## src/rtl/mem_stage_pkg.sv

```systemverilog
// -----------------------------------------------------------------------------
// mem_stage_pkg
//
// Shared widths and payload layouts for the memory-access stage.
//   ES_TO_MS_DATA_WD   : execute -> memory payload width (76)
//   MS_TO_WS_DATA_WD   : memory -> write-back payload width (70)
//   MS_FWD_BLK_DATA_WD : forwarding/blocking bundle to decode width (42)
// The packed structs mirror the bit layouts of those buses, MSB first.
// -----------------------------------------------------------------------------
package mem_stage_pkg;

   localparam int ES_TO_MS_DATA_WD   = 76;
   localparam int MS_TO_WS_DATA_WD   = 70;
   localparam int MS_FWD_BLK_DATA_WD = 42;

   // Field positions inside es_to_ms_data
   localparam int ES_LD_B_BIT      = 75;
   localparam int ES_LD_BU_BIT     = 74;
   localparam int ES_LD_H_BIT      = 73;
   localparam int ES_LD_HU_BIT     = 72;
   localparam int ES_LD_W_BIT      = 71;
   localparam int ES_RES_MEM_BIT   = 70;
   localparam int ES_GR_WE_BIT     = 69;

   // Execute -> memory payload: 76 bits
   typedef struct packed {
      logic        ld_b;
      logic        ld_bu;
      logic        ld_h;
      logic        ld_hu;
      logic        ld_w;
      logic        res_from_mem;
      logic        gr_we;
      logic [4:0]  dest;
      logic [31:0] exe_result;   // byte address for loads
      logic [31:0] pc;
   } es_to_ms_t;

   // Memory -> write-back payload: 70 bits
   typedef struct packed {
      logic        gr_we;
      logic [4:0]  dest;
      logic [31:0] final_result;
      logic [31:0] pc;
   } ms_to_ws_t;

   // Forwarding / blocking bundle to decode: 42 bits
   typedef struct packed {
      logic [3:0]  fwd_valid;
      logic [4:0]  rf_dest;
      logic [31:0] rf_data;
      logic        blk_valid;
   } ms_fwd_blk_t;

endpackage

```

## src/rtl/mem_stage_if.sv

```systemverilog
// -----------------------------------------------------------------------------
// mem_stage_if
//
// Valid/allowin pipeline handshake carrying a WD-bit payload between two
// adjacent pipeline stages.
//   valid   : upstream payload is valid this cycle
//   data    : upstream payload
//   allowin : downstream can accept this cycle
// Modports:
//   master : upstream side (drives valid/data, receives allowin)
//   slave  : downstream side (receives valid/data, drives allowin)
// -----------------------------------------------------------------------------
interface mem_stage_if #(
   parameter int WD = 1
);

   logic          valid;
   logic [WD-1:0] data;
   logic          allowin;

   modport master (
      output valid,
      output data,
      input  allowin
   );

   modport slave (
      input  valid,
      input  data,
      output allowin
   );

endinterface

```

## src/rtl/mem_stage_load_align.sv

```systemverilog
// -----------------------------------------------------------------------------
// load_align
//
// Combinational load-data aligner. Picks the addressed byte or halfword out
// of a 32-bit memory word and sign- or zero-extends it.
//   word   in  32  raw memory word
//   a      in  2   byte offset (address bits [1:0])
//   ld_b   in  1   signed byte load
//   ld_bu  in  1   unsigned byte load
//   ld_h   in  1   signed halfword load
//   ld_hu  in  1   unsigned halfword load
//   ld_w   in  1   word load
//   result out 32  aligned, extended load value
// Halfword/word misalignment is not checked: a[0] is ignored for halfwords
// and a[1:0] is ignored for words.
// -----------------------------------------------------------------------------
module load_align (
   input  logic [31:0] word,
   input  logic [1:0]  a,
   input  logic        ld_b,
   input  logic        ld_bu,
   input  logic        ld_h,
   input  logic        ld_hu,
   input  logic        ld_w,
   output logic [31:0] result
);

   function automatic logic [31:0] sext8(input logic [7:0] b);
      return {{24{b[7]}}, b};
   endfunction

   function automatic logic [31:0] zext8(input logic [7:0] b);
      return {24'h0, b};
   endfunction

   function automatic logic [31:0] sext16(input logic [15:0] h);
      return {{16{h[15]}}, h};
   endfunction

   function automatic logic [31:0] zext16(input logic [15:0] h);
      return {16'h0, h};
   endfunction

   logic [7:0]  byte_sel;
   logic [15:0] half_sel;

   always_comb begin
      byte_sel = word[7:0];
      case (a)
         2'd0:    byte_sel = word[7:0];
         2'd1:    byte_sel = word[15:8];
         2'd2:    byte_sel = word[23:16];
         default: byte_sel = word[31:24];
      endcase
   end

   assign half_sel = a[1] ? word[31:16] : word[15:0];

   // The load flags are one-hot for a real load; with none set the raw word
   // passes through.
   always_comb begin
      result = word;
      if (ld_b)
         result = sext8(byte_sel);
      else if (ld_bu)
         result = zext8(byte_sel);
      else if (ld_h)
         result = sext16(half_sel);
      else if (ld_hu)
         result = zext16(half_sel);
      else if (ld_w)
         result = word;
   end

endmodule

```

## src/rtl/mem_stage.sv

```systemverilog
// -----------------------------------------------------------------------------
// mem_stage
//
// Memory-access stage of the five-stage in-order CPU. Latches the execute
// payload, takes the synchronous data-SRAM read response (valid in the first
// cycle the load sits in this stage), aligns/extends load data and hands the
// result to write-back. A one-entry read buffer keeps the SRAM response alive
// across write-back stalls. Also publishes forwarding/blocking info to decode.
//
// Ports:
//   clk              in   rising-edge clock
//   resetn           in   synchronous, active-low reset
//   es_ms            slave  handshake from execute
//                         (valid=es_to_ms_valid, data=es_to_ms_data[75:0],
//                          allowin=ms_allowin)
//   ms_ws            master handshake to write-back
//                         (valid=ms_to_ws_valid, data=ms_to_ws_data[69:0],
//                          allowin=ws_allowin)
//   data_sram_rdata  in   32  SRAM read data
//   ms_fwd_blk_data  out  42  {fwd_valid[3:0], rf_dest, rf_data, blk_valid}
//
// Configuration macro: MS_LOAD_FWD_EN
//   defined   : load results forward from this stage, never block decode.
//   undefined : loads in this stage block decode instead of forwarding,
//               keeping the SRAM read data off the decode bypass path.
// -----------------------------------------------------------------------------
module mem_stage
   import mem_stage_pkg::*;
(
   input  logic                          clk,
   input  logic                          resetn,
   mem_stage_if.slave                    es_ms,
   mem_stage_if.master                   ms_ws,
   input  logic [31:0]                   data_sram_rdata,
   output logic [MS_FWD_BLK_DATA_WD-1:0] ms_fwd_blk_data
);

   es_to_ms_t   es_in;
   es_to_ms_t   ms_data;
   ms_to_ws_t   ms_out;
   ms_fwd_blk_t fwd_blk;

   logic        ms_valid;
   logic        ms_first;
   logic        ms_ready_go;
   logic        ms_allowin;
   logic        ws_allowin;
   logic        ms_accept;
   logic        ms_handoff;

   logic [31:0] rbuf;
   logic        rbuf_v;
   logic        rbuf_capture;

   logic [31:0] raw_word;
   logic [31:0] load_result;
   logic [31:0] final_result;
   logic        fwd_ok;

   assign es_in      = es_to_ms_t'(es_ms.data);
   assign ws_allowin = ms_ws.allowin;

   // Handshake: this stage always completes in one cycle.
   assign ms_ready_go = 1'b1;
   assign ms_allowin  = !ms_valid || (ms_ready_go && ws_allowin);
   assign ms_accept   = es_ms.valid && ms_allowin;
   assign ms_handoff  = ms_valid && ms_ready_go && ws_allowin;

   // The SRAM response is only valid in the load's first cycle here; if
   // write-back is stalling then, park it before it disappears.
   assign rbuf_capture = ms_valid && ms_first && ms_data.res_from_mem && !ws_allowin;

   // ---- stage register: execute -> memory ----
   always_ff @(posedge clk) begin
      if (!resetn) begin
         ms_valid <= 1'b0;
         ms_first <= 1'b0;
         rbuf_v   <= 1'b0;
         ms_data  <= '0;
      end else begin
         if (ms_allowin)
            ms_valid <= es_ms.valid;
         ms_first <= ms_accept;
         if (ms_accept)
            ms_data <= es_in;
         // Capture needs !ws_allowin and handoff needs ws_allowin, so the
         // two never coincide.
         if (ms_handoff)
            rbuf_v <= 1'b0;
         else if (rbuf_capture)
            rbuf_v <= 1'b1;
      end
   end

   // Buffer contents are qualified by rbuf_v, so they need no reset.
   always_ff @(posedge clk) begin
      if (rbuf_capture)
         rbuf <= data_sram_rdata;
   end

   // ---- memory-stage combinational result ----
   assign raw_word = rbuf_v ? rbuf : data_sram_rdata;

   load_align u_load_align (
      .word   (raw_word),
      .a      (ms_data.exe_result[1:0]),
      .ld_b   (ms_data.ld_b),
      .ld_bu  (ms_data.ld_bu),
      .ld_h   (ms_data.ld_h),
      .ld_hu  (ms_data.ld_hu),
      .ld_w   (ms_data.ld_w),
      .result (load_result)
   );

   assign final_result = ms_data.res_from_mem ? load_result : ms_data.exe_result;

   assign ms_out.gr_we        = ms_data.gr_we;
   assign ms_out.dest         = ms_data.dest;
   assign ms_out.final_result = final_result;
   assign ms_out.pc           = ms_data.pc;

   assign es_ms.allowin = ms_allowin;
   assign ms_ws.valid   = ms_valid && ms_ready_go;
   assign ms_ws.data    = ms_out;

   // ---- forwarding / blocking to decode ----
`ifdef MS_LOAD_FWD_EN
   assign fwd_ok            = 1'b1;
   assign fwd_blk.blk_valid = 1'b0;
`else
   assign fwd_ok            = !ms_data.res_from_mem;
   assign fwd_blk.blk_valid = ms_valid && ms_data.res_from_mem;
`endif

   assign fwd_blk.fwd_valid = {4{ms_valid && ms_data.gr_we && fwd_ok}};
   assign fwd_blk.rf_dest   = ms_data.dest;
   assign fwd_blk.rf_data   = final_result;

   assign ms_fwd_blk_data = fwd_blk;

endmodule

```

## src/flat_wrapper.sv

```systemverilog
// flat-port wrapper written by rule: the top's interface ports become plain ports
module mem_stage_flat import mem_stage_pkg::*;
  (clk, resetn, data_sram_rdata, ms_fwd_blk_data, es_ms_valid, es_ms_data, es_ms_allowin, ms_ws_valid, ms_ws_data, ms_ws_allowin);
  mem_stage_if #(.WD(ES_TO_MS_DATA_WD)) es_ms_i ();
  mem_stage_if #(.WD(MS_TO_WS_DATA_WD)) ms_ws_i ();
  input  logic clk;
  input  logic resetn;
  input  logic [31:0] data_sram_rdata;
  output logic [MS_FWD_BLK_DATA_WD-1:0] ms_fwd_blk_data;
  input wire logic [$bits(es_ms_i.valid)-1:0] es_ms_valid;
  input wire logic [$bits(es_ms_i.data)-1:0] es_ms_data;
  output wire logic [$bits(es_ms_i.allowin)-1:0] es_ms_allowin;
  output wire logic [$bits(ms_ws_i.valid)-1:0] ms_ws_valid;
  output wire logic [$bits(ms_ws_i.data)-1:0] ms_ws_data;
  input wire logic [$bits(ms_ws_i.allowin)-1:0] ms_ws_allowin;
  assign es_ms_i.valid = es_ms_valid;
  assign es_ms_i.data = es_ms_data;
  assign es_ms_allowin = es_ms_i.allowin;
  assign ms_ws_valid = ms_ws_i.valid;
  assign ms_ws_data = ms_ws_i.data;
  assign ms_ws_i.allowin = ms_ws_allowin;
  mem_stage u_core (.clk(clk), .resetn(resetn), .es_ms(es_ms_i), .ms_ws(ms_ws_i), .data_sram_rdata(data_sram_rdata), .ms_fwd_blk_data(ms_fwd_blk_data));
endmodule
```

## config.mk

```make
export PLATFORM = sky130hd
export DESIGN_NAME = mem_stage_flat
export DESIGN_NICKNAME = d
export VERILOG_FILES = /design/src/rtl/mem_stage_pkg.sv /design/src/rtl/mem_stage_if.sv /design/src/rtl/mem_stage_load_align.sv /design/src/rtl/mem_stage.sv /design/src/flat_wrapper.sv
export SDC_FILE = /design/constraint.sdc
export NUM_CORES = 1
export LEC_CHECK = 0
export CAP_MARGIN = 20
export CORE_MARGIN = 4
export CORE_UTILIZATION = 45
export DETAILED_ROUTE_END_ITERATION = 10
export HOLD_SLACK_MARGIN = 0.02
export PLACE_DENSITY = 0.83
export SLEW_MARGIN = 10
export SYNTH_ARGS = -nofsm -noshare
export SYNTH_HDL_FRONTEND = slang
export SYNTH_HIERARCHICAL = 1
export SYNTH_SLANG_ARGS = --single-unit
export TNS_END_PERCENT = 20
```

## constraint.sdc

```tcl
create_clock -name clk -period 5 [get_ports clk]
set_input_delay 1.25 -clock clk [delete_from_list [all_inputs] [get_ports clk]]
set_output_delay 1.25 -clock clk [all_outputs]
set_load 0.05 [all_outputs]
```

# Word level (Yosys, flattened, before mapping)
# Index checks and enable logic that the tools add are counted.
[word_totals]
register_bits = 110
input_bits = 112
out_inout_bits = 114
word_cells = 38
[op_classes]
eq_ne = 2
n_mux = 8
bitwise = 1
n_reduce_logical = 14
[op_table]
columns = ["cell", "count"]
rows = [
  ["32-bit 2-to-1 mux", 6],
  ["8-bit case mux with 3 select lines", 1],
  ["16-bit 2-to-1 mux", 1],
  ["1-bit logical AND", 8],
  ["1-bit logical NOT", 3],
  ["2-bit by 1-bit == test with 1-bit output, second input constant", 1],
  ["2-bit == test, second input constant", 1],
  ["2-bit logical NOT", 1],
  ["2-bit OR reduction", 1],
  ["1-bit logical OR", 1],
  ["1-bit inverter", 1],
]

# Logic depth before layout (Yosys ltp)
[logic_depth]
word_depth = 7
depth_mapped = 9
mapped_depth_nobuf = 5

# Cells and area by module
# Netlist, hierarchy kept.
[modules_own_cells]
columns = ["mod", "instances", "cells_each", "area_per_inst_um2", "seq_area_each_um2"]
rows = [
  ["mem_stage", 1, 529, 5441.5, 2542.4],
  ["load_align", 1, 124, 713.2, 0.0],
]

# Worst setup path after synthesis
# OpenSTA, ideal clock, no wires.
[synth_timing]
kind = "input to output"
startpoint = "in data_sram_rdata[23]"
endpoint = "out ms_ws_data[61]"
t_arrival_ns = 3.336
path_slack_ns = 0.414
path_stages = 7
path_buffers = 2
path_cell_list = "mux2_2 -> mux2_4 -> a222oi_1 -> buf_6 -> nand2_1 -> mux2_2 -> buf_4"
[synth_between]
elab_chain_cells = 4
[synth_rtl]
columns = ["item", "line_no", "text"]
rows = [
  ["start: declaration", "flat_wrapper.sv:8", "input logic [31:0] data_sram_rdata;"],
  ["32-bit 2-to-1 mux", "mem_stage.sv:102", "assign raw_word = rbuf_v ? rbuf : data_sram_rdata;"],
  ["8-bit case mux with 3 select lines", "mem_stage_load_align.sv:49", "case (a)"],
  ["32-bit 2-to-1 mux", "mem_stage_load_align.sv:63", "if (ld_b)"],
  ["via u_core.load_result[29]", "mem_stage.sv:56", "logic [31:0] load_result;"],
  ["32-bit 2-to-1 mux", "mem_stage.sv:115", "assign final_result = ms_data.res_from_mem ? load_result : ms_data.exe_result;"],
  ["end: declaration", "flat_wrapper.sv:14", "output wire logic [$bits(ms_ws_i.data)-1:0] ms_ws_data;"],
]
# The timed path passes the listed nets, and every way through them passes these cells.

# Worst setup path after layout
[layout_timing]
startpoint = "in data_sram_rdata[31]"
endpoint = "out ms_fwd_blk_data[31]"
[layout_between]
elab_chain_cells = 6
[layout_rtl]
columns = ["item", "line_no", "text"]
rows = [
  ["32-bit 2-to-1 mux *", "mem_stage.sv:102", ""],
  ["via u_core.raw_word[31]", "mem_stage.sv:55", "logic [31:0] raw_word;"],
  ["16-bit 2-to-1 mux", "mem_stage_load_align.sv:57", "assign half_sel = a[1] ? word[31:16] : word[15:0];"],
  ["32-bit 2-to-1 mux", "mem_stage_load_align.sv:67", "else if (ld_h)"],
  ["32-bit 2-to-1 mux", "mem_stage_load_align.sv:65", "else if (ld_bu)"],
  ["32-bit 2-to-1 mux *", "mem_stage_load_align.sv:63", ""],
  ["via u_core.load_result[30]", "mem_stage.sv:56", ""],
  ["32-bit 2-to-1 mux *", "mem_stage.sv:115", ""],
  ["end: declaration", "flat_wrapper.sv:9", "output logic [MS_FWD_BLK_DATA_WD-1:0] ms_fwd_blk_data;"],
]
# Mark *: on every way through the listed nets, which the timed path passes. The rest lies on a longest branch.

==> summary.md <==
| Metric | Value |
|---|---|
| Share of layout cells above drive strength 1 | `0.227` |
| P_leak | `3.35 nW` |
| Worst Slack Setup Final | `0.222 ns` |
| CP Data Arrival Time | `3.53 ns` |
| Post-route ant nets | `0` |
| Final count of hold timing violations | `0` |
| Row count | `42` |
| Status | `completed` |
| Starting DRT DRC Count | `199` |
| 1st-pass router iterations | `4` |
| Initial antenna violation count | `0` |
| Minimum clock period | `4.78 ns` |
| Worst-margin pin slew | `1.05 ns` |
| Drt total wl | `16.2 mm` |
| Hold buffers post-CTS | `0` |
| Worst Path Max Fanout | `16` |
| Clk_skew | `0.00907 ns` |
| Crit path depth | `8` |
| PostCTS Resize Cnt | `0` |
| Crit-path cells | `clkdlybuf4s50_1 > mux2_2 > mux2_4 > a222oi_1 > buf_4 > nand2_1 > mux2_2 > buf_4` |
| Die Height | `125 um` |
| Synthesized area | `6120 sq um` |
| Die width | `125 um` |
| Avg WL per Cell | `16.9 um` |
| Number of remaining DRC errors | `0` |
| Worst Hold Launch | `u_core/ms_data[44]$_SDFFE_PN0P_` |
| Global-route wire length before repair | `25.7 mm` |
| Slew Limit Headroom | `0.292` |
| Cell family with most CP delay | `buffers and inverters` |
| Post-Syn Instances | `649` |
| R2r startpoint | `u_core/ms_data[70]$_SDFFE_PN0P_` |
| Crit Path Class | `input port to primary output` |
| CP bufs+invs | `3` |
| CTS tree | `built` |
| Crit-path max cell delay | `0.45 ns` |
| Via/cell ratio | `5.01` |
| Clock latency on the worst-skew pair | `0.36 ns` |
| DIE AREA | `15,500 sq um` |
| Port Buffers | `224` |
| WHS Path Cells | `2` |
| DR vias | `4,799` |
| Placer Congestion | `0.882` |
| Period utilisation layout | `0.956` |
| Pwr Density | `307 nW/um^2` |
| Fin nets | `888` |
| Overall routing resource usage | `0.205` |
| Sink Count | `110` |
| Clk buf depth | `2` |
| Setup WS pre-CTS | `0.245 ns` |
| Number of global-route vias before repair | `4,903` |
| Detailed Place HPWL | `12.2 mm` |
| Hold WC Path Type | `flop to flop` |
| Final Max Tran Viols | `0` |
| Final core occ | `0.603` |
| CTS Root Cell | `clkbuf_16` |
| Mapped Nets | `761` |
| VDD IR max | `0.194 mV` |
| Number of top-level pins | `226` |
| CP Launch Type | `input port` |
| Worst r2r path cells | `5` |
| Grt total ovfl | `0` |
| Starting Density | `0.460` |
| Min Hold Slack | `0.456 ns` |
| Mean Syn Cell Area | `9.43 sq um` |
| Slowest CP cell | `clkdlybuf4s50_1` |
| Number of setup violations in the final report | `0` |
| Pin count of the biggest net entering global routing | `124` |
| CP required | `3.75 ns` |
| Crit. Startpoint | `data_sram_rdata[31]` |
| H-tree levels | `3` |
| Post-CTS Setup Bufs | `0` |
| Maxcap violations | `0` |
| Fmax achieved | `209 MHz` |
| TNS Setup | `0 ns` |
| RSZ-0062 raised after global routing | `false` |
| N_diodes | `0` |
| Total CTS buffers | `9` |
| Crit. End Element | `primary output` |
| Core ar. | `13,300 sq um` |
| CTS clk-pin slew, worst paths | `0.07 ns` |
| YS warnings | `6` |
| Layout area overhead | `31.0%` |
flip-flops by register name (all words and copies together) (netlist names):
signal / flops
u_core/ms_ws.data: 33
u_core/ms_fwd_blk_data: 5
u_core/ms_ws.valid: 1
u_core/ms_data: 37
u_core/ms_first: 1
u_core/rbuf: 32
u_core/rbuf_v: 1
path summary, 6_finish.rpt:
path | to | slack, ns
worst max-delay path | ms_fwd_blk_data[31] | 0.22
worst min-delay path | u_core/ms_data[44]$_SDFFE_PN0P_ | 0.46
worst max register to register | u_core/rbuf[2]$_DFFE_PP_ | 2.94
worst min register to register | u_core/ms_data[44]$_SDFFE_PN0P_ | 0.46
final cells by class:
class                           count  area (sq um)
Fill cell                        1119          5280
Timing Repair Buffer              236          2200
Sequential cell                   110          2520
Tap cell                          176           220
Multi-Input combinational cell    417          2780
Inverter                            2          7.51
Clock inverter                      6          53.8
Clock buffer                       10           229
worst register-to-register path, delay by kind of cell (launching register included):
kind	cells	cell delay, ns
DFF	1	0.53
buffers and inverters	2	0.78
and+or+nand+nor	3	0.39
metal layers:
metal	global-route usage	wire (um)	vias up	share of wire
met3	0.0665	1120	36	0.069
met1	0.247	6710	2239	0.41
met4	0.0941	587	0	0.036
met2	0.334	7760	164	0.48
li1	-	-	2360	-
met5	0	0	-	0
metrics by stage:
step | std cells | power, mW | area, sq um
after floorplan | 649 | 1.58 | 6120
after global placement | 940 | 1.79 | 7710
after detailed placement | 940 | 1.80 | 7710
after CTS | 956 | 2.49 | 7990
after global routing | 957 | 2.58 | 8020
final | 957 | 2.46 | 8020
layout by cell type (no fill, tap or decap), types with 3 or more instances in the layout:
cell type	n
a31oi_1	8
buf_4	75
clkbuf_16	9
clkdlybuf4s50_1	159
clkinv_4	3
dfxtp_1	78
edfxtp_1	32
mux2_2	80
mux2i_1	75
nand2_1	202
nand3_1	24
o22ai_1	8
power by group:
| part | switching [mW] | internal, mW | total, mW | leakage, nW |
|---|---|---|---|---|
| clock | 0.340 | 0.346 | 0.687 | 0.135 |
| combinational | 0.489 | 0.303 | 0.791 | 2.28 |
| sequential | 0.0269 | 0.957 | 0.984 | 0.931 |
No activity file was read; power rests on OpenSTA's default activity.
